`config.mk`:
```
export PLATFORM = sky130hd
export DESIGN_NAME = product_accumulator
export DESIGN_NICKNAME = d
export VERILOG_FILES = /design/src/rtl/product_accumulator.sv
export SDC_FILE = /design/constraint.sdc
export NUM_CORES = 1
export LEC_CHECK = 0
export ABC_AREA = 1
export CAP_MARGIN = 20
export CORE_ASPECT_RATIO = 0.5
export CORE_MARGIN = 10
export CORE_UTILIZATION = 30
export CTS_CLUSTER_DIAMETER = 30
export CTS_CLUSTER_SIZE = 25
export DETAILED_ROUTE_END_ITERATION = 16
export REMOVE_ABC_BUFFERS = 1
export SLEW_MARGIN = 20
export SYNTH_ARGS = -nofsm -noshare
export SYNTH_HDL_FRONTEND = slang
export SYNTH_SLANG_ARGS = --single-unit
```
`constraint.sdc`:
```
create_clock -name clk -period 2.9 [get_ports clk]
set_clock_uncertainty 0.1 [all_clocks]
set_input_delay 0.58 -clock clk [delete_from_list [all_inputs] [get_ports clk]]
set_output_delay 0.58 -clock clk [all_outputs]
set_load 0.03 [all_outputs]
```
`src/rtl/product_accumulator.sv`:
```
// Signed product accumulator: sums a run of `len` products from an upstream
// multiplier with saturation, then holds the result until it is consumed.
module product_accumulator #(
  parameter int P_WIDTH   = 64,
  parameter int LEN_WIDTH = 8
) (
  input  logic                 clk,
  input  logic                 rst,
  input  logic                 start,
  input  logic [LEN_WIDTH-1:0] len,
  input  logic                 p_valid,
  input  logic [P_WIDTH-1:0]   p_data,
  output logic                 p_ready,
  output logic                 acc_valid,
  output logic [P_WIDTH-1:0]   acc_data,
  input  logic                 acc_ready,
  output logic                 ovf,
  output logic                 busy
);

  localparam logic [1:0] ST_IDLE  = 2'd0;
  localparam logic [1:0] ST_ACCUM = 2'd1;
  localparam logic [1:0] ST_HOLD  = 2'd2;

  localparam logic [P_WIDTH-1:0] SAT_MAX = {1'b0, {(P_WIDTH-1){1'b1}}};
  localparam logic [P_WIDTH-1:0] SAT_MIN = {1'b1, {(P_WIDTH-1){1'b0}}};

  logic [1:0]           state_q,     state_d;
  logic [P_WIDTH-1:0]   acc_q,       acc_d;
  logic [LEN_WIDTH-1:0] cnt_q,       cnt_d;
  logic                 ovf_q,       ovf_d;
  logic                 p_ready_q,   p_ready_d;
  logic                 acc_valid_q, acc_valid_d;
  logic                 busy_q,      busy_d;

  logic [P_WIDTH:0]     sum_wide;
  logic                 sum_ovf;
  logic [P_WIDTH-1:0]   sum_sat;

  // Sign-extended add one bit wider than the accumulator, clamped on overflow.
  always_comb begin
    sum_wide = {acc_q[P_WIDTH-1], acc_q} + {p_data[P_WIDTH-1], p_data};
    sum_ovf  = sum_wide[P_WIDTH] ^ sum_wide[P_WIDTH-1];
    if (!sum_ovf) begin
      sum_sat = sum_wide[P_WIDTH-1:0];
    end else if (sum_wide[P_WIDTH]) begin
      sum_sat = SAT_MIN;
    end else begin
      sum_sat = SAT_MAX;
    end
  end

  // Next-state and datapath update; output flags are precomputed from the
  // next state so every output comes straight from a flop.
  always_comb begin
    state_d = state_q;
    acc_d   = acc_q;
    cnt_d   = cnt_q;
    ovf_d   = ovf_q;
    case (state_q)
      ST_IDLE: begin
        if (start) begin
          acc_d = '0;
          ovf_d = 1'b0;
          cnt_d = len;
          if (len == '0) begin
            state_d = ST_HOLD;
          end else begin
            state_d = ST_ACCUM;
          end
        end
      end
      ST_ACCUM: begin
        if (p_valid) begin
          acc_d = sum_sat;
          if (sum_ovf) begin
            ovf_d = 1'b1;
          end
          cnt_d = cnt_q - LEN_WIDTH'(1);
          if (cnt_q == LEN_WIDTH'(1)) begin
            state_d = ST_HOLD;
          end
        end
      end
      ST_HOLD: begin
        if (acc_ready) begin
          state_d = ST_IDLE;
        end
      end
      default: begin
        state_d = ST_IDLE;
      end
    endcase
    p_ready_d   = (state_d == ST_ACCUM);
    acc_valid_d = (state_d == ST_HOLD);
    busy_d      = (state_d != ST_IDLE);
  end

  // State and output registers with asynchronous active-low reset.
  always_ff @(posedge clk or negedge rst) begin
    if (!rst) begin
      state_q     <= ST_IDLE;
      acc_q       <= '0;
      cnt_q       <= '0;
      ovf_q       <= 1'b0;
      p_ready_q   <= 1'b0;
      acc_valid_q <= 1'b0;
      busy_q      <= 1'b0;
    end else begin
      state_q     <= state_d;
      acc_q       <= acc_d;
      cnt_q       <= cnt_d;
      ovf_q       <= ovf_d;
      p_ready_q   <= p_ready_d;
      acc_valid_q <= acc_valid_d;
      busy_q      <= busy_d;
    end
  end

  assign p_ready   = p_ready_q;
  assign acc_valid = acc_valid_q;
  assign acc_data  = acc_q;
  assign ovf       = ovf_q;
  assign busy      = busy_q;

endmodule

```
; Yosys cells after proc, flatten, opt, wreduce, memory -nomap -nowiden
; Index checks and enable logic that the tools add are counted.
[totals]
regBits = 78
in_bits = 77
output_inout_bits = 68
word_cells = 42
[op_classes]
addsub = 2
n_eq_ne = 8
n_mux = 18
bitwise = 1
reduce_logical = 6
[op_table]
columns = operator, n
row1 = 2-to-1 mux 64 bit, 4
row2 = case mux 64 bit (2 select lines), 1
row3 = adder 64 x 64 -> 65 bit, 1
row4 = 2-to-1 mux 8 bit, 2
row5 = case mux 8 bit (2 select lines), 1
row6 = 2-to-1 mux 2 bit, 5
row7 = "equality test 8 x 1 -> 1 bit, second input constant", 1
row8 = logical NOT 8 bit, 1
row9 = "subtractor 8 x 1 -> 8 bit, second input constant", 1
row10 = "!= test 2 bit, second input constant", 3
row11 = case mux 2 bit (3 select lines), 1
row12 = "equality test 2 x 1 -> 1 bit, second input constant", 2
row13 = "equality test 2 bit, second input constant", 2
row14 = AND reduction 4 bit, 1
row15 = nonzero test 2 bit, 2
row16 = 2-to-1 mux 1 bit, 3
row17 = AND reduction 3 bit, 1
row18 = logical NOT 2 bit, 1
row19 = case mux 1 bit (2 select lines), 1
row20 = XOR 1 bit, 1

; Longest topological paths before layout
; Gate-level depths: netlist of the first run.
[logic_depth]
word_depth = 5
depth_mapped = 21
depth_no_buf = 20

; Worst setup path after synthesis of the first run
; OpenSTA, ideal clock, no wires.
[synth_path]
path_kind = in2reg
startpoint = input p_data[0]
endpoint = register acc_q[27], in the netlist acc_data[27]
setup_time_ns = 0.120
t_arrival_ns = 2.570
required_ns = 2.680
path_slack_ns = 0.110
path_stages = 20
path_cell_list = ha_1 fa_1 nand2_1 nand2_1 nand3_1 nand2_2 nand2_1 nand2_2 nand2_1 nand2_2 nand2_2 nand2_1 nand2_1 nand2_2 nand2_2 nand2_2 buf_6 buf_8 o21ai_1 nand2_1
[synth_between]
elab_chain_len = 5
word_cells_on_any_way = 6
cone_classes = add/sub (1) / mux (4) / bitwise (1)
[synth_rtl]
columns = element, line
row1 = start: declaration, 12  ; input logic [P_WIDTH-1:0] p_data,
row2 = adder 64 x 64 -> 65 bit (*), 42  ; sum_wide = {acc_q[P_WIDTH-1], acc_q} + {p_data[P_WIDTH-1], p_data};
row3 = 2-to-1 mux 64 bit / XOR 1 bit (equally long branches), "46, 43"
row4 = 2-to-1 mux 64 bit (*), 44  ; if (!sum_ovf) begin
row5 = 2-to-1 mux 64 bit (*), 74  ; if (p_valid) begin
row6 = case mux 64 bit (2 select lines) (*), 60  ; case (state_q)
row7 = end signal: assignment, 103  ; acc_q <= '0;
row8 = end signal: assignment, 111  ; acc_q <= acc_d;
row9 = end: declaration, 29  ; logic [P_WIDTH-1:0] acc_q, acc_d;
; Every way passes the cells marked *; elsewhere a longest branch is shown, timed or not. The select of a mux whose other input is x is not followed.
; A chain may end at the register's enable or synchronous reset.

; Final worst setup path of the first run
[layout_path]
startpoint = register acc_q[0], in the netlist acc_data[0]
endpoint = register acc_q[35], in the netlist acc_data[35]
[layout_between]
elab_chain_len = 5
word_cells_on_any_way = 6
cone_classes = add/sub (1) / mux (4) / bitwise (1)
[layout_rtl]
columns = element, line
row1 = adder 64 x 64 -> 65 bit (*), 42
row2 = 2-to-1 mux 64 bit / XOR 1 bit (equally long branches), "46, 43"
row3 = 2-to-1 mux 64 bit (*), 44
row4 = 2-to-1 mux 64 bit (*), 74
row5 = case mux 64 bit (2 select lines) (*), 60
; Marked as above.

==> results of run 1 <==
[final timing paths]
path	from	slack (ps)	end
min reg2reg	ovf	390	ovf
max	acc_data[0]	-30	acc_data[35]
min	rst	100	acc_data[42]
max reg2reg	acc_data[0]	-30	acc_data[35]
min in group clk	ovf	390	ovf
max in group asynchronous	rst	1950	acc_data[28]
[critical path: stages (launching register included)]
cell	delay (ps)
dfrtp_1	400
ha_4	180
fa_2	400
nand2_2	90
nand2_2	70
nand3_4	100
nand2_4	70
nand2_4	70
nand2_4	60
nand2_4	80
nand2_4	80
nand2_4	90
nand2_4	50
nand2_2	60
nand2_2	70
buf_4	140
a21oi_4	190
buf_12	200
clkbuf_16	190
o21ai_1	80
nand2_1	60
[state kept, by name, indices dropped and copies added (netlist names)]
name,count
state_q,2
cnt_q,8
acc_valid,1
acc_data,64
p_ready,1
ovf,1
busy,1
[through the flow]
| stage | setup WS (ps) | hold slack, ps | area [um^2] | setup TNS, ps |
|---|---|---|---|---|
| floorplan | -354 | 184 | 8290 | -18220 |
| global placement | -584 | 362 | 12700 | -34910 |
| detailed placement | -657 | 367 | 12700 | -39020 |
| CTS | -35.0 | 116 | 14100 | -245 |
| global route | -106 | 144 | 15200 | -4170 |
| finish | -28.6 | 97.8 | 15200 | -122 |
[layout by cell type (no fill, tap or decap), types with 34 or more instances in the layout]
master / count
o21ai_0: 40
clkdlybuf4s50_1: 80
nand2_1: 460
nor2_1: 138
xor2_1: 34
inv_1: 161
buf_4: 329
dfrtp_1: 78
ha_4: 58
nand3_1: 41
dlymetal6s2s_1: 45
a21oi_1: 49
nand2_2: 67
[kinds of logic (layout without fill, tap and decap cells)]
family	Yosys count	in the layout	share of synthesized area
flip-flops	78	78	0.231
buffers and inverters	189	682	0.0925
adder cells (fa/ha/maj)	67	67	0.100
AO/OA/AOI/OAI	199	199	0.134
AND/OR/NAND/NOR	823	823	0.396
XOR/XNOR	44	44	0.0456
[timing repair]
action                                  CTS  global route
hold endpoints to repair                  0             0
hold buffers                              0             0
endpoints found under the setup margin   64            64
resized for setup                       178           213
gates cloned                              8             6
pin swaps                                12            69
setup buffers                            20             6
[layer usage]
layer	vias up	global-route usage	part of all wire
li1	5438	-	-
met5	-	0	0
met4	0	0.0359	0.013
met2	290	0.330	0.44
met1	5136	0.294	0.47
met3	34	0.0440	0.074
[layout make-up]
cell class / instances / area [um^2] / area share
clock buffer: 9 / 225 / 0.0148
clock inverter: 7 / 71.3 / 0.00470
inverter: 168 / 643 / 0.0424
multi-input combinational: 1133 / 7240 / 0.477
sequential: 78 / 1950 / 0.129
tap: 382 / 478 / 0.0315
timing repair buffer: 498 / 4570 / 0.301
[report_power, final]
| group | total, mW | internal, mW | switching (mW) |
|---|---|---|---|
| sequential | 2.29 | 1.64 | 0.643 |
| clock | 1.23 | 0.614 | 0.613 |
| combinational | 17.4 | 8.15 | 9.20 |
| total | 20.9 | 10.4 | 10.5 |
==> results.md, run 1 <==
- # IOs: ~150
- Routability cong.: between 0.9 and 1
- Total chip power: 20.9 mW
- Worst Setup Start Kind: flip-flop
- # diodes: 0
- Hold Vio Cnt, Final: 0
- Residual DRC count: 0
- Number of flops mapped to enable cells by yosys: 0
- Slew HR: 0.584
- Post-synth top cells: 539 x nand2_1, 164 x inv_1, 161 x nor2_1, 78 x dfrtp_1, 74 x a21oi_1
- RSZ-0062 raised after global routing: yes
- Required @ worst endpoint: 3120 ps
- Highest Clock Rate: around 340 MHz
- FP Rows: 43
- Count of buffers from port buffering: 144
- Vias: 10900
- Wire length per cell: ~18 um
- Global-route wire length before repair: 58900 um
- Die width: around 260 um
- Power Dens Cells: 1380 nW/um^2
- Routed WL: 40200 um
- Clk_lat worst skew: between 300 and 400 ps
- H-Tree Depth: 3
- GRT Resource Usage Total: 0.210
- Initial DRC count: between 800 and 900
- Mapped Area: 8440 um^2
- Syn-to-layout area delta: 79.7%
- Top-area cell type share of the netlist area: 0.240
- Clk slew on worst S/H paths: 70 ps
- ANT nets after route: 0
- Min-delay worst type: in -> async
- Fin. max-slew vios: 0
- Hpwl dp: 30000 um
- Failing checks: setup timing
- Number of synthesized register bits: 78
- Status: complete, but fails checks
- Leakage: 7.68 nW
- Max VDD drop: 538 uV
- Sequential-to-total area share from yosys stat: 0.231
- Critical Path AT: between 3000 and 4000 ps
- Clock sink count: 78
- Finished Layout Cells: 2275
- Area leader, netlist: nand2_1
- Yosys synthesis warning count: 0
- Cells after DPL: around 2200
- Final Critical Period: 2930 ps
- Worst-path fanout max: 8
- Ranking of synthesized cells by area: nand2_1 24%, dfrtp_1 23%, ha_1 9.8%
- Fillers: 2615
- Final core occ: 0.548
- Nets: 2032
- CTS tree: yes
- Final worst path period share: 1.01
- DR vias/cell: 4.79
- TritonCTS buffer count: 9
- Max-cap violations: 0
- Post-synth top flop: dfrtp_1
- Layout cells sized above 1: 0.338
- Post-synth ARST share: 1.00
- Vias in the first global route: approximately 10000
- Final setup vio count: 13
- Antenna violations before repair: 0
- Synth cell types: 47
- Type of the worst setup path: reg -> reg
- CTS Buffer Depth: 2
- Setup ws final: -28.6 ps
- Syn_area_per_cell: 6.03 um^2
- Top-count cell post-synth: nand2_1
- Clock Root Buffer: clkbuf_16
- Core box area: 27700 um^2
- 1st-pass router iterations: 5
- Syn Inst Count: 1400
- Grt ovf: 0
- Cells on worst reg2reg path: 20
- Pin count of the biggest net entering global routing: 41
- Die area: roughly 36000 um^2
- Worst Max-Slew Pin Slew: between 600 and 700 ps
- Starting Density: 0.305
- Chip height: 139 um
- Nature of the critical path endpoint: flip-flop
No activity file was read; power rests on OpenSTA's default activity.
==> inputs of run 2 (changes only) <==
Settings changed: CELL_PAD_IN_SITES_DETAIL_PLACEMENT set to 0, CELL_PAD_IN_SITES_GLOBAL_PLACEMENT set to 2, CORE_UTILIZATION 30 to 29, PLACE_DENSITY_LB_ADDON set to 0.1.
==> run 2 against run 1 <==
The run now ends clean. Worst setup slack improved by 140 ps. Flip-flop and latch count unchanged. Combinational power down 9%. Register-to-register slack gained 150 ps. Worst hold slack lost 27 ps. First-iteration DRC count down 26%. Wire length decreased by 2.8%. Global-route usage down 0.63 points. Die area grew 3.1%. Critical path type is now in -> reg. Largest power group unchanged. Highest routed layer unchanged.
==> results.md, run 2 (synthesized netlist as in run 1, its figures left out) <==
- Final TNS setup: 0 ps
- Total chip power: 19.5 mW
- Cells after DPL: approximately 2300
- Nature of the critical path endpoint: flip-flop
- FP Rows: 44
- # IOs: roughly 150
- H-Tree Depth: 3
- Internal power: around 10 mW
- Starting Density: 0.293
- Leakage: 7.72 nW
- Commonest non-fill, non-tap cells in the layout: 482 x nand2_1, 349 x buf_4, 159 x inv_1, 142 x nor2_1, 80 x clkdlybuf4s50_1
- CTS tree: yes
- Hpwl dp: just over 30000 um
- Count of buffers from port buffering: 144
- Core box area: 28800 um^2
- Worst-path fanout max: 9
- Finished Layout Cells: 2291
- Slew HR: 0.622
- Fin. max-slew vios: 0
- Die width: between 200 and 300 um
- Crit path cell chain: dlygate4sd2_1, ha_4, buf_4, nand2_2, nor2_4, buf_4, a21oi_4, nand2_2, a21oi_4, nand2_2, nand2_1, nand2_2, nand2_4, nand2_8, clkbuf_16, o21ai_1, nand2_1
- DR vias/cell: 4.64
- Vias: 10600
- Syn-to-layout area delta: 77.7%
- Comb pwr share: 0.812
- Routability cong.: between 0.9 and 1
- Clk_lat worst skew: ~380 ps
- Global-route wire length before repair: 58500 um
- Sw Ratio: 0.489
- Grt ovf: 0
- Setup slack, reg-to-reg: 120 ps
- Vias in the first global route: around 10000
- Worst Max-Slew Pin Slew: ~560 ps
- Residual DRC count: 0
- TritonCTS buffer count: 9
- Highest Clock Rate: 358 MHz
- Reg power frac: 0.118
- Switching power: 9.56 mW
- GRT Resource Usage Total: 0.204
- 1st-pass router iterations: 5
- Clock network power share: 0.070
- Critical path's slowest cell: dlygate4sd2_1
- ANT nets after route: 0
- Max VDD drop: 591 uV
- # hold bufs at CTS: 0
- Nets: 2041
- Final setup vio count: 0
- Power Dens Cells: 1300 nW/um^2
- Worst Setup Start Kind: primary input
- Clock sink count: 78
- Initial DRC count: 607
- Required @ worst endpoint: 3060 ps
- Layout cells sized above 1: 0.317
- Final core occ: 0.520
- Min-delay worst type: in -> async
- Pin count of the biggest net entering global routing: 71
- Chip height: 141 um
- CTS Buffer Depth: 2
- Max-cap violations: 0
- Clock Root Buffer: clkbuf_16
- Type of the worst setup path: in -> reg
- Commonest non-fill, non-tap cell in the layout: nand2_1
- Final Critical Period: 2790 ps
- Final worst path period share: 0.963
- Routed WL: 39100 um
- Worst path most repeated cell: nand2_2
- Status: completed
- Die area: 36700 um^2
- Antenna violations before repair: 0
- Hold Vio Cnt, Final: 0
- Critical Path AT: between 2000 and 3000 ps
- # diodes: 0
- Max reg flops: 64
- Max incr delay on CP: 260 ps
- Clk slew on worst S/H paths: roughly 60 ps
- Wire length per cell: 17.1 um
- Cells on worst reg2reg path: 16
-- run 2: through the flow --
| step | setup WS (ps) | hold WS (ps) | cell area, um^2 |
|---|---|---|---|
| after floorplan | -354 | 184 | 8290 |
| after global placement | -638 | 364 | 12800 |
| after detailed placement | -674 | 370 | 12800 |
| after CTS | -45.5 | 82.0 | 13700 |
| after global routing | -43.5 | 112 | 15000 |
| final | 107 | 70.9 | 15000 |
-- run 2: timing repair --
item / CTS / global route
endpoints found under the setup margin: 64 / 64
gates cloned: 3 / 3
endpoints found under the hold margin: 0 / 0
gates resized for setup: 88 / 237
buffers inserted: 4 / 16
pin swaps: 5 / 57
-- run 2: routing by layer --
metal | global-route usage | part of all wire | up-vias
li1 | - | - | 5451
met1 | 0.285 | 0.51 | 4968
met2 | 0.322 | 0.44 | 191
met3 | 0.0390 | 0.039 | 23
met4 | 0.0384 | 0.011 | 0
met5 | 0 | 0 | -
-- run 2: path summary, 6_finish.rpt --
path | start | end
worst max-delay path | p_data[46] | acc_data[21]
min in group clk | ovf | ovf
worst max register to register | acc_data[46] | acc_data[21]
worst min register to register | ovf | ovf
max in group asynchronous | rst | acc_data[63]
worst min-delay path | rst | acc_data[7]
-- run 2: layout make-up --
cell class                      count  area, um^2
Sequential cell                    78        1950
Inverter                          168         643
Fill cell                        2957       13800
Clock buffer                       10         229
Multi-Input combinational cell   1133        7070
Tap cell                          391         489
Timing Repair Buffer              507        4530
Clock inverter                      4        97.6
-- run 2: power groups by stage --
stage	clock network, mW	logic [mW]	registers [mW]
3_5_place_dp	0	13.1	2.12
5_1_grt	1.44	17.2	2.38
2_1_floorplan	0	5.65	2.94
6_report	1.37	15.9	2.30
3_3_place_gp	0	13.1	2.10
4_1_cts	1.40	14.3	2.17
-- run 2: worst max-delay path: cells and delay by family --
| family | cells | cell delay (ps) |
|---|---|---|
| adder cells (fa/ha/maj) | 1 | 240 |
| buffers and inverters | 4 | 780 |
| AND/OR/NAND/NOR | 9 | 800 |
| AO/OA/AOI/OAI | 3 | 520 |
